### src/rtl/cdb_arbiter_pkg.sv
// cdb_arbiter_pkg: CDB beat type, unit indices and their fixed result latencies
package cdb_arbiter_pkg;
    localparam int ROB_WIDTH = 6;
    typedef enum logic [1:0] {U_ADD_SUB, U_SHIFTER, U_FPU, U_LSU} unit_e;
    localparam int LAT_ADD_SUB = 1;
    localparam int LAT_SHIFTER = 1;
    localparam int LAT_FPU = 2;
    localparam int LAT_LSU = 4;
    // Ordered by unit_e so element j is the latency of unit j
    localparam int LAT_DEFAULT [4] = '{LAT_ADD_SUB, LAT_SHIFTER, LAT_FPU, LAT_LSU};
    typedef struct packed {
        logic valid;
        logic [ROB_WIDTH-1:0] tag;
        logic [31:0] data;
    } cdb_t;
endpackage

### src/rtl/cdb_arbiter_rr_picker.sv
// cdb_arbiter_rr_picker: first set bit of elig at or after start, wrapping around
module cdb_arbiter_rr_picker #(
    parameter int N = 4,
    parameter int W = $clog2(N)
) (
    input  logic [N-1:0] elig,
    input  logic [W-1:0] start,
    output logic         found,
    output logic [W-1:0] idx
);
    logic [W-1:0] k;
    // Scan farthest-first so the candidate closest to start is written last
    always_comb begin
        found = 1'b0;
        idx = '0;
        k = '0;
        for (int i = N - 1; i >= 0; i--) begin
            k = W'((int'(start) + i) % N);
            if (elig[k]) begin
                found = 1'b1;
                idx = k;
            end
        end
    end
endmodule

### src/rtl/cdb_arbiter.sv
// cdb_arbiter: grants the CDB round-robin, reserving each result's landing slot
// by unit latency so two results never share a CDB cycle
module cdb_arbiter
    import cdb_arbiter_pkg::*;
#(
    parameter int N_UNIT = 4,
    parameter int MAX_LAT = 4,
    parameter int LAT [N_UNIT] = LAT_DEFAULT
) (
    input  logic                               clk,
    input  logic                               reset,
    input  logic                               flush,
    input  logic [N_UNIT-1:0]                  req_valid,
    output logic [N_UNIT-1:0]                  req_ready,
    input  logic [N_UNIT-1:0][ROB_WIDTH-1:0]   result_tag,
    input  logic [N_UNIT-1:0][31:0]            result_data,
    output cdb_t                               cdb
);
    localparam int RW = $clog2(N_UNIT);
    localparam int LW = $clog2(MAX_LAT + 1);
    logic              cur_valid;
    logic [RW-1:0]     cur_owner;
    // Slot MAX_LAT is never written, so it reads as permanently free
    logic [MAX_LAT:1]  pend_valid;
    logic [RW-1:0]     pend_owner [MAX_LAT:1];
    logic [RW-1:0]     rr;
    logic [RW-1:0]     idx;
    logic [N_UNIT-1:0] elig;
    logic              found;
    logic              grant;
    logic [LW-1:0]     gl;
    always_comb begin
        elig = '0;
        for (int j = 0; j < N_UNIT; j++) elig[j] = req_valid[j] && !pend_valid[LAT[j]];
    end
    cdb_arbiter_rr_picker #(.N(N_UNIT), .W(RW)) u_pick (
        .elig  (elig),
        .start (rr),
        .found (found),
        .idx   (idx)
    );
    assign grant = found && !reset && !flush;
    assign req_ready = grant ? N_UNIT'(1) << idx : '0;
    assign gl = LW'(LAT[idx]);
    always_ff @(posedge clk) begin
        if (reset) begin
            cur_valid <= 1'b0;
            pend_valid <= '0;
            rr <= '0;
        end else if (flush) begin
            cur_valid <= 1'b0;
            pend_valid <= '0;
        end else begin
            cur_valid <= pend_valid[1];
            cur_owner <= pend_owner[1];
            for (int k = 1; k < MAX_LAT; k++) begin
                pend_valid[k] <= pend_valid[k+1];
                pend_owner[k] <= pend_owner[k+1];
            end
            pend_valid[MAX_LAT] <= 1'b0;
            // Grant write lands after the shift so it takes priority in its slot
            if (grant) begin
                if (gl == LW'(1)) begin
                    cur_valid <= 1'b1;
                    cur_owner <= idx;
                end else begin
                    pend_valid[gl - 1'b1] <= 1'b1;
                    pend_owner[gl - 1'b1] <= idx;
                end
                rr <= (idx == RW'(N_UNIT - 1)) ? '0 : idx + 1'b1;
            end
        end
    end
    assign cdb = {cur_valid, result_tag[cur_owner], result_data[cur_owner]};
endmodule

### config.mk
export PLATFORM = sky130hd
export DESIGN_NAME = cdb_arbiter
export DESIGN_NICKNAME = d
export VERILOG_FILES = /design/src/rtl/cdb_arbiter_pkg.sv /design/src/rtl/cdb_arbiter_rr_picker.sv /design/src/rtl/cdb_arbiter.sv
export SDC_FILE = /design/constraint.sdc
export NUM_CORES = 1
export LEC_CHECK = 0
export CORE_UTILIZATION = 26
export DETAILED_ROUTE_END_ITERATION = 10
export PLACE_DENSITY = 0.78
export SLEW_MARGIN = 20
export SYNTH_ARGS = -nofsm -noshare
export SYNTH_HDL_FRONTEND = slang
export SYNTH_SLANG_ARGS = --single-unit
### constraint.sdc
create_clock -name clk -period 2.4 [get_ports clk]
set_input_delay 0.36 -clock clk [delete_from_list [all_inputs] [get_ports clk]]
set_output_delay 0.36 -clock clk [all_outputs]
set_load 0.05 [all_outputs]
Word level (Yosys, flattened, before mapping)
Memory sizes are Yosys's and may differ from the RTL's.
Cells that the tools add are included.

storage, ports and cells
  output and inout bits = 43
  register bits after elaboration = 9
  word-level logic and storage cells = 84
  memories kept = 1
  RAM bits = 8

operators by class
  add/sub/neg operators = 5
  $lt $le $gt $ge = 8
  reductions and logical operators = 16
  bitwise logic cells = 5
  eq/ne operators = 2
  shift-type cells = 1
  mux-type cells = 41

memories
  memory      words  width  read ports  clocked after Yosys merged registers in  write ports  line               source
  pend_owner  4      2      4           0                                        4            cdb_arbiter.sv:25  logic [RW-1:0] pend_owner [MAX_LAT:1];

operators with widths
  kind                                                               number
  binary-select mux 32 bit (select 2 bit)                            2
  two-way mux 32 bit                                                 1
  two-way mux 1 bit                                                  19
  less-than comparator 2 x 3 -> 1 bit, second input constant         5
  two-way mux 2 bit                                                  7
  binary-select mux 6 bit (select 2 bit)                             1
  two-way mux 3 bit                                                  4
  binary-select mux 1 bit (select 2 bit)                             4
  logical AND 1 bit                                                  7
  two-way mux 6 bit                                                  1
  logical NOT 1 bit                                                  5
  adder 2 x 1 -> 2 bit, second input constant                        2
  adder 2 bit, second input constant                                 2
  less-than comparator 3 x 4 -> 1 bit, second input constant         1
  two-way mux 4 bit                                                  1
  bitwise OR 3 x 4 -> 4 bit                                          1
  AND reduction 2 bit                                                2
  OR reduction 4 bit                                                 1
  << shifter 1 x 2 -> 4 bit, first input constant                    1
  demux 1 bit (select 3 bit)                                         1
  == test 3 x 1 -> 1 bit, second input constant                      1
  greater-or-equal comparator 3 x 1 -> 1 bit, second input constant  1
  greater-or-equal comparator 3 bit, second input constant           1
  inverter 1 bit                                                     3
  4 further kinds                                                    4

Depth between registers and ports, before layout
  depth in word-level cells = 20
  depth in mapped cells = 10
  depth with buffers taken out = 9

By module
Synthesis repeated with hierarchy kept, for this count alone.

unflattened totals
  cell total of the unflattened synthesis = 128
  area total of the unflattened synthesis = 1848.0 µm²

modules (own cells, without submodules)
  module                 area each (µm²)  cells each  times used
  cdb_arbiter            1770.4           115         1
  cdb_arbiter_rr_picker  77.6             13          1

Worst setup path before layout
OpenSTA, ideal clock, no wires.

  path kind = flip-flop to flip-flop
  start point = register rr[0]
  end point = memory pend_owner[2][0] (netlist name), data pin
  clock period less this slack = 2.847 ns
  slack = -0.447 ns
  cell stages (with the launch flop) = 10
  arrival = 2.587 ns
  path through = dfxtp_1 -> buf_2 -> nor3_1 -> a21oi_1 -> a211o_1 -> o21ai_2 -> ha_1 -> and2_1 -> and2_1 -> mux2_4

RTL lines
  what                    line               source
  start, declared         cdb_arbiter.sv:26  logic [RW-1:0] rr;
  start signal, assigned  cdb_arbiter.sv:70  rr <= (idx == RW'(N_UNIT - 1)) ? '0 : idx + 1'b1;
  end, declared           cdb_arbiter.sv:25

Worst setup path in the final report
  start point = register rr[1]
  end point = output port req_ready[1]

RTL lines
  what                                     line                         source
  adder 2 bit                              cdb_arbiter_rr_picker.sv:18  k = W'((int'(start) + i) % N);
  binary-select mux 1 bit (select 2 bit)   cdb_arbiter_rr_picker.sv:19  if (elig[k]) begin
  two-way mux 1 bit (not written as such)  cdb_arbiter_rr_picker.sv:19
  two-way mux 2 bit (3 in series)          cdb_arbiter_rr_picker.sv:19
  two-way mux 2 bit (*)                    cdb_arbiter_rr_picker.sv:19
  via idx[0]                               cdb_arbiter.sv:27            logic [RW-1:0] idx;
  << shifter 1 x 2 -> 4 bit (*)            cdb_arbiter.sv:43            assign req_ready = grant ? N_UNIT'(1) << idx : '0;
  two-way mux 4 bit (*)                    cdb_arbiter.sv:43
  end, declared                            cdb_arbiter.sv:14            output logic [N_UNIT-1:0] req_ready,

Mark *: on every way through the listed nets, which the timed path passes. The rest lies on a longest branch. The select of a mux whose other input is x is not followed.

==> flow_summary_export.csv <==
group,metric,value,unit
critical_path,r2r_slack,-0.04,ns
min_path,hold_path_depth,2,
drt,wirelength,9.752,mm
floorplanning,core-area,6907,um^2
finish,nNetsFinal,529,
clocking,cts_buffers,3,
logic_synthesis,synth_common_cells,"38 x mux4_2, 10 x edfxtp_1, 7 x dfxtp_1, 6 x ha_1",
logic_synthesis,yosysTopAreaCellShare,45.45,%
sta,timing.fmax,401.3,MHz
drt,drt_iter0_drc,72,
sta,post-route-period-util,103.8,%
drt,post-route-drc-count,0,
clocking,path_clk_slew,0.07,ns
logic_synthesis,synth.ff_latch_count,17,
floorplanning,rows,30,
critical_path,critPathArrivalTime,2.13,ns
critical_path,r2r_cells,10,
logic_synthesis,synthCells,137,
finish,final_util,70.91,%
logic_synthesis,synth_nets,302,
logic_synthesis,synth-simple-area-share,8.970,%
logic_synthesis,synth.area.top_cells,"mux4_2 45%, edfxtp_1 16%, dfxtp_1 7.4%, ha_1 4.0%, mux2_4 2.4%",
clocking,clock-sinks,17,
logic_synthesis,synth.most_common_cell,"mux4_2",
sta,slew_headroom,63.36,%
grt,grt_pass1_vias,2412,
placement,dp_hpwl,8.148,mm
logic_synthesis,avgSynthCellArea,13.74,um^2
power_and_ir_drop,cellLeakagePower,0.001859,uW
finish,drive_gt1_share,41.60,%
grt,globalRouteOverflowTotal,0,
floorplanning,io_pins,202,
floorplanning,die_area,7587,um^2
finish,diodes,0,
drt,viasPerCell,4.983,
sta,finClkSkew,0.006011,ns
power_and_ir_drop,powerDensity,384.6,nW/um^2
floorplanning,dieHeight,87.11,um
sta,setup_viol,4,
clocking,cts_max_path_buffers,2,
min_path,hold_end,"pend_valid[3]$_SDFF_PN0_",
critical_path,cp_data_required_time,2.04,ns
logic_synthesis,synth_edf_count,10,
logic_synthesis,ys_warn_count,0,
placement,gp_congestion,0.8996,
logic_synthesis,ys_async_sr_fraction,0,%
sta,worstMarginPinSlew,0.5479,ns
power_and_ir_drop,irDropWorstVdd,0.3460,mV
logic_synthesis,yosysTopAreaCell,"mux4_2",
logic_synthesis,synth.distinct_cells,40,
floorplanning,start_util,27.26,%
min_path,hp-start,"pend_valid[4]$_SDFF_PP0_",
clocking,tritoncts,"done",
logic_synthesis,synth_fa_ha_area_share,3.987,%
power_and_ir_drop,power,1883,uW
critical_path,crit_fanout,3,
placement,port_buffers,201,
placement,dpl_worst_slack,-0.4035,ns
min_path,hold_path.class,"register to register",
status,outcome,"finished with violations",
sta,finalCriticalPeriod,2.492,ns
logic_synthesis,synth_xor_area_share,0,%
critical_path,reg2reg_from,"rr[1]$_SDFFE_PP0P_",
drt,vias,2287,
clocking,htreeDepth,1,
finish,area_delta_synth_final,160.1,%
grt,grt_first_pass_wirelength,13.57,mm
critical_path,start_kind,"register",
logic_synthesis,synth_top_family_by_area,"multiplexers",
grt,grt_max_degree,39,
drt,drtPass1Iterations,4,
logic_synthesis,syn-cell-area,1883,um^2
sta,hold_viol,0,
logic_synthesis,synth.area.mux_share,48.97,%
logic_synthesis,synth-compound-area-share,10.17,%
logic_synthesis,yosysSeqAreaShare,23.39,%
sta,maxSlewViolCount,0,
drt,post_drt_wl_per_cell,21.25,um
critical_path,endpoint_kind,"primary output",
clocking,ctsRootBufferMaster,"clkbuf_8",
logic_synthesis,ys.flop_type,"edfxtp_1",
clocking,insertion_delay,0.25,ns
grt,grt_usage,24.35,%
sta,rsz0062_at_grt,"true",
critical_path,path_class,"register to primary output",
critical_path,rr_endpoint,"pend_owner[3][0]$_DFFE_PP_",
grt,antenna_found_initial,0,
drt,final_antenna_net_count,0,
sta,setup_slack,-0.09198,ns
status,violations,"setup timing",
floorplanning,die_x,87.11,um
job,cap_violations,0,
where the power goes:
group	total (uW)	internal, uW	switching (uW)
sequential	339	327	12.2
clock	216	118	97.8
combinational	1330	750	579
total	1880	1190	689
layout by cell type, fill, tap and decap left out, drive strengths merged, types with 2 or more instances in the layout:
master,n
a31oi,3
mux2,4
nand2b,3
a21oi,4
nand2,4
o21ai,4
o311a,2
clkdlybuf4s50,155
nor2,4
o311ai,2
clkbuf,4
nor2b,3
nor3,5
dfxtp,7
inv,7
mux4,38
and3b,2
edfxtp,10
ha,6
and2,6
dlygate4sd2,3
buf,74
critical path, cell delays in order (launching register included):
cell and delay, ns:
dfxtp_4 0.36, and2_4 0.14, a22o_1 0.21, nor4_2 0.25
buf_4 0.17, o21ai_4 0.07, buf_6 0.15, buf_6 0.11
ha_4 0.14, and2_4 0.13, buf_12 0.14
worst max-delay path by stage:
stage,from,end,slack (ns),depth (start not counted)
6_report,rr[1]$_SDFFE_PP0P_,req_ready[1],-0.09,10
5_1_grt,rr[1]$_SDFFE_PP0P_,req_ready[1],-0.16,10
4_1_cts,rr[1]$_SDFFE_PP0P_,req_ready[1],-0.08,10
3_5_place_dp,req_valid[0],cur_owner[1]$_DFFE_PP_,-0.40,12
3_3_place_gp,req_valid[0],pend_owner[3][0]$_DFFE_PP_,-0.33,11
2_1_floorplan,req_valid[0],pend_owner[1][0]$_DFFE_PP_,0.008,9
state kept, by name, summed over array words and instances (netlist names):
register	cells
pend_valid	4
cur_valid	1
pend_owner	8
rr	2
cur_owner	2
metrics by stage:
step	instances	cell area, um^2	setup TNS (ns)	hold WS (ns)
2_1_floorplan	137	1922	0	0.4299
3_3_place_gp	450	4622	-3.756	0.4794
3_5_place_dp	450	4622	-5.141	0.5080
4_1_cts	458	4831	-0.1348	0.5264
5_1_grt	459	4897	-0.5470	0.5666
6_report	459	4897	-0.1613	0.5349
logic make-up (layout without fill, tap and decap cells):
family	Yosys count	count (layout)
AO/OA/AOI/OAI	22	22
AND/OR/NAND/NOR	30	30
flip-flops	17	17
buffers and inverters	19	245
adder cells (fa/ha/maj)	6	6
multiplexers	43	43
repair_timing:
item,in CTS,in global routing
buffers inserted,5,1
gates resized for setup,35,12
pin swaps,7,6
setup endpoints to repair,12,11
hold buffers,0,0
cell type report:
class	count	area, um^2
clock buffer	4	45.04
fill	479	2009
inverter	8	32.53
multi-input combinational	101	1544
sequential	17	445.4
tap	96	120.1
timing repair buffer	233	2710
routing by layer:
| layer | wire [um] | global-route usage [%] | up-vias |
|---|---|---|---|
| met1 | 3324 | 27.05 | 1100 |
| met5 | 0 | 0 | - |
| met4 | 291 | 6.557 | 0 |
| met2 | 5194 | 45.17 | 131 |
| met3 | 941 | 7.109 | 26 |
| li1 | - | - | 1030 |
(Power assumes the default switching activity.)
